### src/rtl/level_bar_encoder.sv
// level_bar_encoder: per-frame peak magnitude to LED bar pattern with decaying bar and held peak dot.
// Define LEVEL_BAR_PEAK_HOLD_EN to include the peak dot; otherwise the pattern is the bar only.
module level_bar_encoder #(
    parameter int width            = 32,
    parameter int sample_width     = 16,
    parameter int frame_samples    = 1024,
    parameter int decay_frames     = 2,
    parameter int peak_hold_frames = 32
) (
    input  logic                    clk,
    input  logic                    reset,
    input  logic                    i_valid,
    input  logic [sample_width-1:0] i_data,
    output logic                    o_valid,
    input  logic                    o_ready,
    output logic [width-1:0]        o_data
);
    localparam int MW = sample_width - 1;
    localparam int LW = $clog2(width + 1);
    localparam int CW = $clog2(frame_samples);
    localparam int DW = $clog2(decay_frames + 1);
    localparam int PW = sample_width + $clog2(width) + 1;
    localparam logic [CW-1:0] LAST = CW'(frame_samples - 1);
    localparam logic [DW-1:0] DLAST = DW'(decay_frames - 1);
    localparam logic [width-1:0] ALL = '1;
    typedef enum logic [1:0] {IDLE, UPDATE, PRESENT} state_t;
    state_t state, state_d;
    logic [sample_width-1:0] neg;
    logic [MW-1:0] m, acc, snap, fmax;
    logic [CW-1:0] scount;
    logic pend, fe, take;
    logic [PW-1:0] prod;
    logic [LW-1:0] lvl, lvl_q, bar, bar_n;
    logic [DW-1:0] dcnt, dcnt_n;
    logic [width-1:0] dot, pat;
`ifdef LEVEL_BAR_PEAK_HOLD_EN
    localparam int HW = $clog2(peak_hold_frames + 1);
    localparam logic [HW-1:0] HOLD_INIT = HW'(peak_hold_frames);
    localparam logic [width-1:0] ONE = width'(1);
    logic [LW-1:0] pk, pk_n;
    logic [HW-1:0] hold, hold_n;
`endif
    assign o_valid = state == PRESENT;
    always_comb begin
        neg = ~i_data + 1'b1;
        m = !i_data[MW] ? i_data[MW-1:0] : (neg[MW] ? '1 : neg[MW-1:0]);
        fe = i_valid && scount == LAST;
        fmax = m > acc ? m : acc;
        take = state == IDLE && pend;
        prod = (PW'(snap) + PW'(1)) * PW'(width);
        lvl = LW'(prod >> MW);
        bar_n = lvl_q >= bar ? lvl_q : (dcnt == DLAST ? bar - 1'b1 : bar);
        dcnt_n = (lvl_q >= bar || dcnt == DLAST) ? '0 : dcnt + 1'b1;
`ifdef LEVEL_BAR_PEAK_HOLD_EN
        // the peak only starts falling once hold has expired, and never below the new bar
        pk_n = lvl_q >= pk ? lvl_q : ((hold == '0 && pk > bar_n) ? pk - 1'b1 : pk);
        hold_n = lvl_q >= pk ? HOLD_INIT : (hold != '0 ? hold - 1'b1 : hold);
        dot = pk_n != '0 ? ONE << (pk_n - 1'b1) : '0;
`else
        dot = '0;
`endif
        pat = (bar_n == '0 ? '0 : ALL >> (LW'(width) - bar_n)) | dot;
        state_d = take ? UPDATE : state == UPDATE ? PRESENT : (state == PRESENT && o_ready) ? IDLE : state;
    end
    always_ff @(posedge clk or posedge reset) begin
        if (reset) state <= IDLE;
        else state <= state_d;
    end
    // lvl is captured as UPDATE starts so a frame ending on that edge can refill snap without being lost
    always_ff @(posedge clk or posedge reset) begin
        if (reset) begin
            scount <= '0;
            acc    <= '0;
            snap   <= '0;
            pend   <= 1'b0;
            lvl_q  <= '0;
            bar    <= '0;
            dcnt   <= '0;
            o_data <= '0;
`ifdef LEVEL_BAR_PEAK_HOLD_EN
            pk     <= '0;
            hold   <= '0;
`endif
        end else begin
            if (i_valid) begin
                scount <= fe ? '0 : scount + 1'b1;
                acc    <= fe ? '0 : fmax;
            end
            if (fe) begin
                snap <= (pend && !take) ? (fmax > snap ? fmax : snap) : fmax;
                pend <= 1'b1;
            end else if (take) begin
                pend <= 1'b0;
            end
            if (take) lvl_q <= lvl;
            if (state == UPDATE) begin
                bar    <= bar_n;
                dcnt   <= dcnt_n;
                o_data <= pat;
`ifdef LEVEL_BAR_PEAK_HOLD_EN
                pk     <= pk_n;
                hold   <= hold_n;
`endif
            end
        end
    end
endmodule

### config.mk
export PLATFORM = sky130hd
export DESIGN_NAME = level_bar_encoder
export DESIGN_NICKNAME = d
export VERILOG_FILES = /design/src/rtl/level_bar_encoder.sv
export SDC_FILE = /design/constraint.sdc
export NUM_CORES = 1
export LEC_CHECK = 0
export CAP_MARGIN = 10
export CORE_MARGIN = 8
export CORE_UTILIZATION = 30
export CTS_CLUSTER_DIAMETER = 120
export DETAILED_ROUTE_END_ITERATION = 6
export REMOVE_ABC_BUFFERS = 1
export SLEW_MARGIN = 20
export SYNTH_ARGS = -nofsm -noshare
export SYNTH_HDL_FRONTEND = slang
export SYNTH_SLANG_ARGS = --single-unit
export TNS_END_PERCENT = 1
### constraint.sdc
create_clock -name clk -period 7.18 [get_ports clk]
set_clock_uncertainty 0.05 [all_clocks]
set_input_delay 1.436 -clock clk [delete_from_list [all_inputs] [get_ports clk]]
set_output_delay 1.436 -clock clk [all_outputs]
set_load 0.01 [all_outputs]
==> results.ini <==
[global_routing]
antenna_found_initial = 0
grt_pass1_vias = 4421
grt_max_degree = 56
grt_pass1_wl_um = 21700
track_usage = 0.110
grt-ovfl-total = 0

[cts]
clkSinkCount = 89
ctsHoldBuffers = 0
numCtsBuffers = 9
root_buffer = clkbuf_16
clock_path_buffers = 2
cts_setup_buffers = 0
cts_resized = 0
htree_levels = 3
cts_tree = done
clk_pin_slew_ps = 70
insertion_delay_ps = 350

[place]
hpwl_um = 9550
io_buffers = 52
gp_congestion = 0.806

[logic_synthesis]
synthCells = 610
synth_compound_area_frac = 0.193
synth_edf_count = 0
synthSimpleGateAreaFrac = 0.151
synth-seq-cells = 89
avgSynthCellArea_um2 = 9.31
yosysWarnings = 0
synth_sequential_area_ratio = 0.392
ys.flop_type = dfrtp_1
netlist_area_um2 = 5680
synthMuxAreaShare = 0.0579
synthAdderAreaFrac = 0.0969
synth_xor_area_frac = 0.0462
synth_cell_types = 60
synth_top_family_by_area = compound AO/OA/AOI/OAI gates
synthArstFlopShare = 1.00

[worst_setup_path]
cp_cell_sequence = clkdlybuf4s50_1 -> inv_1 -> ha_1 -> nor4b_1 -> buf_4 -> nand2b_1 -> o31ai_1 -> xor2_1 -> nand2_1 -> ha_1 -> nand4_1 -> nor4_1 -> nor2_1 -> a21o_1 -> buf_4 -> mux2_2 -> ha_1 -> a21oi_1 -> nor2b_1 -> o21ai_0 -> o211ai_1 -> o21ai_1 -> buf_4 -> mux2_2
reg2reg_to = o_data[25]
path_delay_family = simple AND/OR/NAND/NOR gates
cp_max_fo = 13
slowest_stage = nor4_1
timing.rr.start = bar[3]
crit_buf_inv = 5
reg2reg_slack_ps = 2180
crit_path_start = i_data[0]
worstSetupStartpointType = primary input
r2r_cells = 14
cp-end-kind = flop
crit_type = in2reg
path_depth = 24
crit_end = snap[8]
max_stage_delay_ps = 490
cp.required_ps = 7360
arrival_ps = 6730

[routing]
wl_per_cell_um = 13.9
avgViaCountPerCell = 4.96
wl_um = 12500
postRouteAntennaNets = 0
drc = 0
dr.first_iter.drc_count = 208
firstDrtPassIters = 4
vias = 4444

[hold_path]
hp-class = reg2reg
min_from = o_data[16]

[pwr]
p_leak_nw = 2.99
powerDensity_nw_per_um2 = 251
p_switching_mw = 0.578
pwr-share-clk = 0.291
pwr-share-seq = 0.360
p_int_mw = 1.12
p_sw_frac = 0.340
p_total_mw = 1.70
power_frac_comb = 0.350
peakVddDrop_uv = 103

[sta]
relSlewSlack = 0.373
fin_crit_sh = 0.912
finalMaxSlewViolations = 0
hold_ws_ps = 429
fmax_mhz = 153
finalSetupViolations = 0
tightest_slew_ps = 941
rsz0062_at_grt = no
min_period_ps = 6550
tns_ps = 0
hold_viol_final = 0

[layout]
ff_latch_area_um2 = 2230
area_growth_pct = 18.9
mostFrequentLayoutCells = dfrtp_1 (89), nand2_1 (59), inv_1 (58)
fillers = 1936
fin_util = 0.362
mostFrequentLayoutCell = dfrtp_1
nets = 721
antenna_cells = 0
drive_above_1_share = 0.0952
multi_input_area_um2 = 3100

[floorplanning]
start_util = 0.305
die_y_um = 154
die-area_um2 = 23600
design.core.area_um2 = 18600
num_rows = 50
die_x_um = 154
io_pins = 53

[status]
outcome = completed

[flow_run]
drv_cap = 0

==> state kept, by name, indices dropped and copies added (netlist names) <==
signal  count
dcnt        2
lvl_q       6
o_data     32
acc        15
bar         6
pend        1
scount     10
state       2
snap       15
==> synthesized netlist by cell type, types with 4 or more instances <==
cell type	n	area, µm²
dfrtp_1	89	2230
inv_1	59	221
nand2_1	59	221
ha_1	44	551
o21ai_0	40	200
a21oi_1	36	180
nor2_1	32	120
xnor2_1	19	166
clkbuf_1	16	60.1
a22o_1	15	131
nand3_1	15	75.1
a21o_1	13	97.6
mux2_2	13	146
nand4_1	13	81.3
nor3_1	13	65.1
xor2_1	11	96.3
o21ai_1	9	45.0
a22oi_1	7	52.6
a32o_1	7	70.1
mux2_4	7	105
and3_1	6	37.5
buf_2	6	30.0
nor2b_1	6	37.5
o211ai_1	6	45.0
nor4_1	5	31.3
o31ai_1	5	37.5
or3_1	5	31.3
buf_6	4	45.0
nand2b_1	4	25.0
==> per-stage QoR <==
step	worst slack [ps]	cells	instance area [µm²]
detailed placement	222	880	6440
finish	628	896	6760
CTS	578	896	6760
floorplan	612	583	5540
global route	165	896	6760
global placement	141	880	6440
==> cell type report <==
cell class                      instances  share of cell area
Inverter                               59              0.0330
Clock inverter                          7              0.0130
Sequential cell                        89               0.330
Multi-Input combinational cell        435               0.459
Tap cell                              234              0.0433
Clock buffer                            9              0.0333
Timing Repair Buffer                   63              0.0892
==> worst min path at each step <==
stage / to / slack [ps] / depth (start not counted)
floorplan: dcnt[1] / 390 / 2
global placement: dcnt[1] / 410 / 2
detailed placement: o_data[16] / 420 / 1
CTS: o_data[16] / 430 / 1
global route: o_data[16] / 450 / 1
finish: o_data[16] / 430 / 1
==> metal layers <==
metal	track usage	wire [µm]	part of all wire	vias to the layer above
met4	0.0355	156	0.012	0
met2	0.181	5880	0.47	57
met3	0.0269	429	0.034	12
met1	0.140	6030	0.48	2109
met5	0	0	0	-
li1	-	-	-	2266
==> kinds of logic after synthesis <==
group / after synthesis
buffers and inverters: 86
muxes: 27
AOI/OAI and AO/OA: 164
DFF: 89
adders and majority gates: 44
xor gates and xnor gates: 30
and+or+nand+nor: 170
==> power by group through the flow <==
stage / clock [mW] / sequential, mW / combinational (mW)
floorplan: 0 / 0.601 / 0.445
global placement: 0 / 0.622 / 0.594
detailed placement: 0 / 0.619 / 0.602
CTS: 0.509 / 0.611 / 0.604
global route: 0.531 / 0.618 / 0.676
finish: 0.493 / 0.611 / 0.594
Note: power is estimated with default switching activity, not from simulation.
